<file path="src/rtl/dmem_port_arbiter.sv">
// Round-robin arbiter sharing one data-memory port between a CPU port (p0) and a debug/DMA port (p1).
// Define DMEM_PORT_ARB_PERF_CNT_EN to add saturating grant and conflict counters.
module dmem_port_arbiter #(
  parameter int DATA_W   = 8,
  parameter int D_ADDR_W = 12
`ifdef DMEM_PORT_ARB_PERF_CNT_EN
  ,
  parameter int CNT_W    = 16
`endif
) (
  input  logic                clk,
  input  logic                reset,
  input  logic                p0_req,
  input  logic                p0_we,
  input  logic [D_ADDR_W-1:0] p0_addr,
  input  logic [DATA_W-1:0]   p0_wdata,
  output logic                p0_gnt,
  output logic                p0_rvalid,
  output logic [DATA_W-1:0]   p0_rdata,
  input  logic                p1_req,
  input  logic                p1_we,
  input  logic [D_ADDR_W-1:0] p1_addr,
  input  logic [DATA_W-1:0]   p1_wdata,
  output logic                p1_gnt,
  output logic                p1_rvalid,
  output logic [DATA_W-1:0]   p1_rdata,
  output logic [D_ADDR_W-1:0] mem_addr,
  output logic [DATA_W-1:0]   mem_wdata,
  output logic                mem_we,
  output logic                mem_oe,
  input  logic [DATA_W-1:0]   mem_rdata
`ifdef DMEM_PORT_ARB_PERF_CNT_EN
  ,
  output logic [CNT_W-1:0]    p0_grant_cnt,
  output logic [CNT_W-1:0]    p1_grant_cnt,
  output logic [CNT_W-1:0]    conflict_cnt
`endif
);

  logic                r_last_owner;
  logic                r_s1_owner;
  logic                w_gnt0;
  logic                w_gnt1;
  logic                w_any_gnt;
  logic                w_g_we;
  logic [D_ADDR_W-1:0] w_g_addr;
  logic [DATA_W-1:0]   w_g_wdata;

  // On conflict the port that did not win last time is granted.
  always_comb begin
    // NOTE: every combinational output gets a default first so no path leaves it unassigned (no latch).
    w_gnt0 = 1'b0;
    w_gnt1 = 1'b0;
    if (p0_req && p1_req) begin
      w_gnt0 = r_last_owner;
      w_gnt1 = !r_last_owner;
    end else begin
      w_gnt0 = p0_req;
      w_gnt1 = p1_req;
    end
  end

  assign p0_gnt    = w_gnt0;
  assign p1_gnt    = w_gnt1;
  assign w_any_gnt = w_gnt0 | w_gnt1;
  assign w_g_we    = w_gnt1 ? p1_we    : p0_we;
  assign w_g_addr  = w_gnt1 ? p1_addr  : p0_addr;
  assign w_g_wdata = w_gnt1 ? p1_wdata : p0_wdata;

  // Stage 1: registered memory request; mem_oe doubles as the stage-1 is_read flag.
  always_ff @(posedge clk or posedge reset) begin
    if (reset) begin
      r_last_owner <= 1'b1;
      r_s1_owner   <= 1'b0;
      mem_addr     <= '0;
      mem_wdata    <= '0;
      mem_we       <= 1'b0;
      mem_oe       <= 1'b0;
    end else begin
      // NOTE: state registers use non-blocking assignments so every flop samples pre-edge values.
      mem_we <= w_any_gnt & w_g_we;
      mem_oe <= w_any_gnt & !w_g_we;
      if (w_any_gnt) begin
        mem_addr     <= w_g_addr;
        mem_wdata    <= w_g_wdata;
        r_s1_owner   <= w_gnt1;
        r_last_owner <= w_gnt1;
      end
    end
  end

  // Stage 2: capture read data for the owner; rdata holds between returns.
  always_ff @(posedge clk or posedge reset) begin
    if (reset) begin
      p0_rvalid <= 1'b0;
      p1_rvalid <= 1'b0;
      p0_rdata  <= '0;
      p1_rdata  <= '0;
    end else begin
      p0_rvalid <= mem_oe & !r_s1_owner;
      p1_rvalid <= mem_oe & r_s1_owner;
      if (mem_oe && !r_s1_owner) p0_rdata <= mem_rdata;
      if (mem_oe && r_s1_owner)  p1_rdata <= mem_rdata;
    end
  end

`ifdef DMEM_PORT_ARB_PERF_CNT_EN
  logic w_conflict;
  assign w_conflict = p0_req & p1_req;

  // Counters saturate at all-ones instead of wrapping.
  always_ff @(posedge clk or posedge reset) begin
    if (reset) begin
      p0_grant_cnt <= '0;
      p1_grant_cnt <= '0;
      conflict_cnt <= '0;
    end else begin
      if (w_gnt0 && (p0_grant_cnt != '1))     p0_grant_cnt <= p0_grant_cnt + CNT_W'(1);
      if (w_gnt1 && (p1_grant_cnt != '1))     p1_grant_cnt <= p1_grant_cnt + CNT_W'(1);
      if (w_conflict && (conflict_cnt != '1)) conflict_cnt <= conflict_cnt + CNT_W'(1);
    end
  end
`endif

endmodule

</file>
<file path="config.mk">
export PLATFORM = sky130hd
export DESIGN_NAME = dmem_port_arbiter
export DESIGN_NICKNAME = d
export VERILOG_FILES = /design/src/rtl/dmem_port_arbiter.sv
export SDC_FILE = /design/constraint.sdc
export NUM_CORES = 1
export LEC_CHECK = 0
export ABC_AREA = 0
export CORE_ASPECT_RATIO = 0.75
export CORE_UTILIZATION = 36
export DETAILED_ROUTE_END_ITERATION = 16
export PLACE_DENSITY = 0.75
export SLEW_MARGIN = 20
export SYNTH_ARGS = -nofsm -noshare
export SYNTH_HDL_FRONTEND = slang
export SYNTH_SLANG_ARGS = --single-unit
export TNS_END_PERCENT = 10
</file>
<file path="constraint.sdc">
create_clock -name clk -period 1.2 [get_ports clk]
set_clock_uncertainty 0.2 [all_clocks]
set_input_delay 0.12 -clock clk [delete_from_list [all_inputs] [get_ports clk]]
set_output_delay 0.12 -clock clk [all_outputs]
set_load 0.03 [all_outputs]
</file>
== Yosys cells after proc, flatten, opt, wreduce, memory -nomap -nowiden ==
Index checks and enable logic that the tools add are counted.

* Flip-flop bits (word level): 42
* Input bits: 54
* Output and inout bits: 42
* Logic and storage cells: 26

* Multiplexer cells: 5
* Bitwise logic cells: 5
* Reductions and logical operators: 6

{| class="wikitable"
|+ Operators by type and width
! cell !! number
|-
| two-way mux 12 bit || 1
|-
| two-way mux 8 bit || 1
|-
| AND 1 bit || 4
|-
| logical AND 1 bit || 3
|-
| logical NOT 1 bit || 3
|-
| two-way mux 1 bit || 3
|-
| bitwise OR 1 bit || 1
|}

== Longest topological paths before layout ==
* Word-level depth: 5
* Mapped depth: 5
* Depth with buffers taken out: 4

== Worst setup path after synthesis ==
OpenSTA, ideal clock, no wires.

* Path kind: reg-to-reg
* From: register r_last_owner
* To: register mem_we
* Library setup time: 0.121 ns
* Arrival: 1.093 ns
* Required time: 0.879 ns
* Slack: -0.214 ns
* Cell stages (with the launch flop): 5
* Path buffers: 0
* Clock period less this slack: 1.414 ns
* Cells stage by stage: dfstp_2 > nand2_4 > nand2_1 > inv_1 > a22o_1

* Longest elaborated chain between the ends: 4
* Elaborated cells between the ends (all ways): 6
* Those cells by class: 3 x mux; 2 x bitwise; 1 x reduce/logical

{| class="wikitable"
|+ RTL lines
! item !! RTL line !! text
|-
| from (decl) || 40 || <nowiki>logic r_last_owner;</nowiki>
|-
| from (signal assigned) || 87 || <nowiki>r_last_owner <= w_gnt1;</nowiki>
|-
| logical NOT 1 bit * || 56 || <nowiki>w_gnt1 = !r_last_owner;</nowiki>
|-
| two-way mux 1 bit * || 54 || <nowiki>if (p0_req && p1_req) begin</nowiki>
|-
| named net p1_gnt || 24 || <nowiki>output logic p1_gnt,</nowiki>
|-
| bitwise OR 1 bit or two-way mux 1 bit (tied branches) || 65, 66 ||
|-
| AND 1 bit * || 81 || <nowiki>mem_we <= w_any_gnt & w_g_we;</nowiki>
|-
| to (signal assigned) || 81 ||
|-
| to (decl) || 29 || <nowiki>output logic mem_we,</nowiki>
|}

The timed path passes the listed nets; every way through them passes the cells marked *.
A chain may end at the register's enable or synchronous reset.

== Worst setup path after layout ==
* From: register r_last_owner
* To: output port p1_gnt

* Longest elaborated chain between the ends: 2

{| class="wikitable"
|+ RTL lines
! item !! RTL line
|-
| logical NOT 1 bit || 56
|-
| two-way mux 1 bit || 54
|-
| to (decl) || 24
|}

Every way passes these cells.

==> impl_metrics.json <==
{
  "status": "complete, but fails checks",
  "failed_checks": "setup timing",
  "fin_crit_ns": 1.57,
  "cap_violations": 0,
  "htree_num_levels": 2,
  "ctsHoldBuffers": 0,
  "rrSetupSlack_ns": -0.28,
  "core_um2": 5090,
  "cts_buffers": 5,
  "grt_pass1_wl_um": 8470,
  "die_area_um2": 5790,
  "final_layout_size_suffix_gt1_share_pct": 35.3,
  "top_layer_used": "met4",
  "critPathKind": "register to output port",
  "insertion_delay_ns": 0.28,
  "arrival_ns": 1.25,
  "cpPeakStageDelay_ns": 0.57,
  "grt_max_degree": 42,
  "wl_met3_um": 272,
  "via_count": 1720,
  "ys_ff_latch": 42,
  "finalCritPeriodShare_pct": 131,
  "instances_no_fill": 350,
  "grt.total_usage_pct": 19.6,
  "slew_headroom_pct": 83.9,
  "cts_tree": "done",
  "r2r_cells": 5,
  "tightest_slew_ns": 0.242,
  "required_ns": 0.88,
  "drc": 0,
  "fin_setup_tns_ns": -7.27,
  "final_max_slew_viol_count": 0,
  "io_buffers": 95,
  "r2r_start": "r_last_owner$_DFFE_PP1P_",
  "grt_pass1_vias": 1756,
  "wl_met1_um": 2500,
  "fmax_mhz": 635,
  "insertedDiodeCount": 0,
  "cts_sinks": 42,
  "power_w": 0.00533,
  "fp-row-count": 22,
  "syn_inst": 168,
  "crit_chain": "buf_12 > nand2_8 > nand2_4 > inv_2 > buf_6",
  "critPathLaunchType": "register",
  "firstDrtPassIters": 4,
  "ys_types": 21,
  "clk_pin_slew_ns": 0.08,
  "hold-worst-slack_ns": 0.0240,
  "avgSynthCellArea_um2": 11.8,
  "irDropWorstVdd_v": 0.000775,
  "met2_length_um": 2420,
  "area_delta_synth_final_pct": 68.7,
  "syn_area_um2": 1980,
  "finalSetupViolCount": 43,
  "yosysWarnings": 0,
  "leakagePower_nw": 1.60,
  "rsz0062_at_grt": "true",
  "cp-end-kind": "output port",
  "routabilityCongestion": 0.790,
  "crit_path_top_delay_cell": "dfstp_2",
  "grt_overflow_total": 0,
  "initial_utilization_pct": 38.8,
  "crit_buf_inv": 3,
  "rr_endpoint": "mem_addr[0]$_DFFE_PP0P_",
  "dpl.hpwl_um": 3670,
  "postRouteAntennaNets": 0,
  "final.setup.worst_slack_ns": -0.375,
  "ios": 96,
  "wl_um": 5240,
  "dpl.cell_count": 337,
  "viasPerCell": 4.91,
  "cts.root.buffer_cell": "clkbuf_8",
  "p_per_area_nw_per_um2": 1600,
  "synthesis.nets": 222,
  "cp_max_fo": 4,
  "cp_top_family": "flip-flops",
  "die_y_um": 66.2,
  "wl_per_cell_um": 15.0,
  "yosysSeqAreaShare_pct": 53.3,
  "dieWidth_um": 87.5,
  "cts_buffer_depth": 2,
  "num-fill-cells": 424,
  "hold_viol": 0,
  "num-nets-final": 331,
  "drt_iter0_markers": 60,
  "antenna_found_initial": 0,
  "hp-class": "input pin to asynchronous set/reset pin"
}
cell type report:
class                   count  area (µm²)  area share, %
well taps                  72        90.1           2.70
clock inverters             2        60.1           1.80
inverters                   8        33.8           1.01
repair buffers            115        1160           34.8
flip-flops and latches     42        1050           31.6
clock buffers               6        82.6           2.48
multi-input cells         105         852           25.6
stage by stage:
stage / utilization, % / setup slack, ns / cell area (µm²)
final: 65.4 / -0.375 / 3330
after global routing: 65.4 / -0.427 / 3330
after CTS: 64.3 / -0.389 / 3270
after detailed placement: 59.3 / -0.665 / 3020
after global placement: 59.3 / -0.682 / 3020
after floorplan: - / -0.149 / 2010
routing by layer:
layer  vias to the layer above  track usage (%)
met5                         -                0
met4                         0             6.35
met3                         5             4.00
met2                        60             31.4
met1                       824             26.6
li1                        831                -
sequential cells by signal, summed over array words and instances (netlist names):
| register | flops |
|---|---|
| p1_rvalid | 1 |
| mem_we | 1 |
| r_last_owner | 1 |
| mem_addr | 12 |
| mem_wdata | 8 |
| p1_rdata | 8 |
| p0_rdata | 8 |
| r_s1_owner | 1 |
| mem_oe | 1 |
| p0_rvalid | 1 |
layout by cell type, fill, tap and decap left out:
cell type / synthesis / final
o21ai_0: 2 / 2
o22ai_1: 1 / 1
dfstp_2: 1 / 1
buf_6: 6 / 23
mux2_2: 16 / 8
clkdlybuf4s50_1: 0 / 52
a31oi_1: 20 / 20
dfrtp_1: 41 / 40
dfrtp_2: 0 / 1
o21ai_1: 20 / 20
and3_1: 20 / 19
buf_8: 0 / 1
inv_1: 7 / 4
nand2_4: 1 / 3
mux2_4: 0 / 8
a22o_1: 1 / 1
buf_12: 0 / 6
nand2_8: 0 / 1
and3_4: 0 / 1
a21boi_1: 0 / 1
clkinvlp_4: 0 / 1
buf_4: 1 / 32
buf_2: 3 / 1
mux2i_1: 20 / 20
bufinv_16: 0 / 2
inv_2: 1 / 3
clkbuf_8: 0 / 6
report_power, final:
group | switching (W) | internal [W]
Clock | 0.000486 | 0.000888
Combinational | 0.00103 | 0.00103
Sequential | 0.000194 | 0.00170
synthesized netlist by cell type, drive strengths merged:
cell type / number / area [µm²]
dfstp: 1 / 26.3
clkbuf: 3 / 12.5
o22ai: 1 / 6.26
buf: 10 / 90.1
dfrtp: 41 / 1030
nand2: 4 / 27.5
a21boi: 1 / 7.51
inv: 8 / 30.0
mux2: 16 / 180
o21ai: 22 / 110
mux2i: 20 / 200
a31oi: 20 / 125
a22o: 1 / 8.76
and3: 20 / 125
cell families after synthesis:
logic type,after synthesis,share of synthesized area [%]
multiplexers,36,19.3
AO/OA/AOI/OAI,45,13.0
buffers and inverters,21,6.71
AND/OR/NAND/NOR,24,7.73
flip-flops,42,53.3
worst reg2reg max path: stages, from the launching register on:
cell and delay [ns]:
dfstp_2 0.57, buf_12 0.11, nand2_8 0.06, buf_4 0.16, a31oi_1 0.16, o21ai_1 0.10
how the worst max path moves through the flow:
| stage | startpoint | end | cells past startpoint |
|---|---|---|---|
| 2_1_floorplan | r_last_owner$_DFFE_PP1P_ | mem_we$_DFF_PP0_ | 4 |
| 3_3_place_gp | p1_req | p0_gnt | 5 |
| 3_5_place_dp | p1_req | p0_gnt | 5 |
| 4_1_cts | r_last_owner$_DFFE_PP1P_ | p1_gnt | 5 |
| 5_1_grt | r_last_owner$_DFFE_PP1P_ | p1_gnt | 5 |
| 6_report | r_last_owner$_DFFE_PP1P_ | p1_gnt | 5 |
repair_timing:
action | 4_1_cts | 5_1_grt
pin swaps | 9 | 4
resized for setup | 22 | 20
setup buffers | 3 | 3
setup endpoints to repair | 44 | 62
endpoints found under the hold margin | 0 | 0
cloned | 1 | 0
Note: power is estimated with default switching activity, not from simulation.
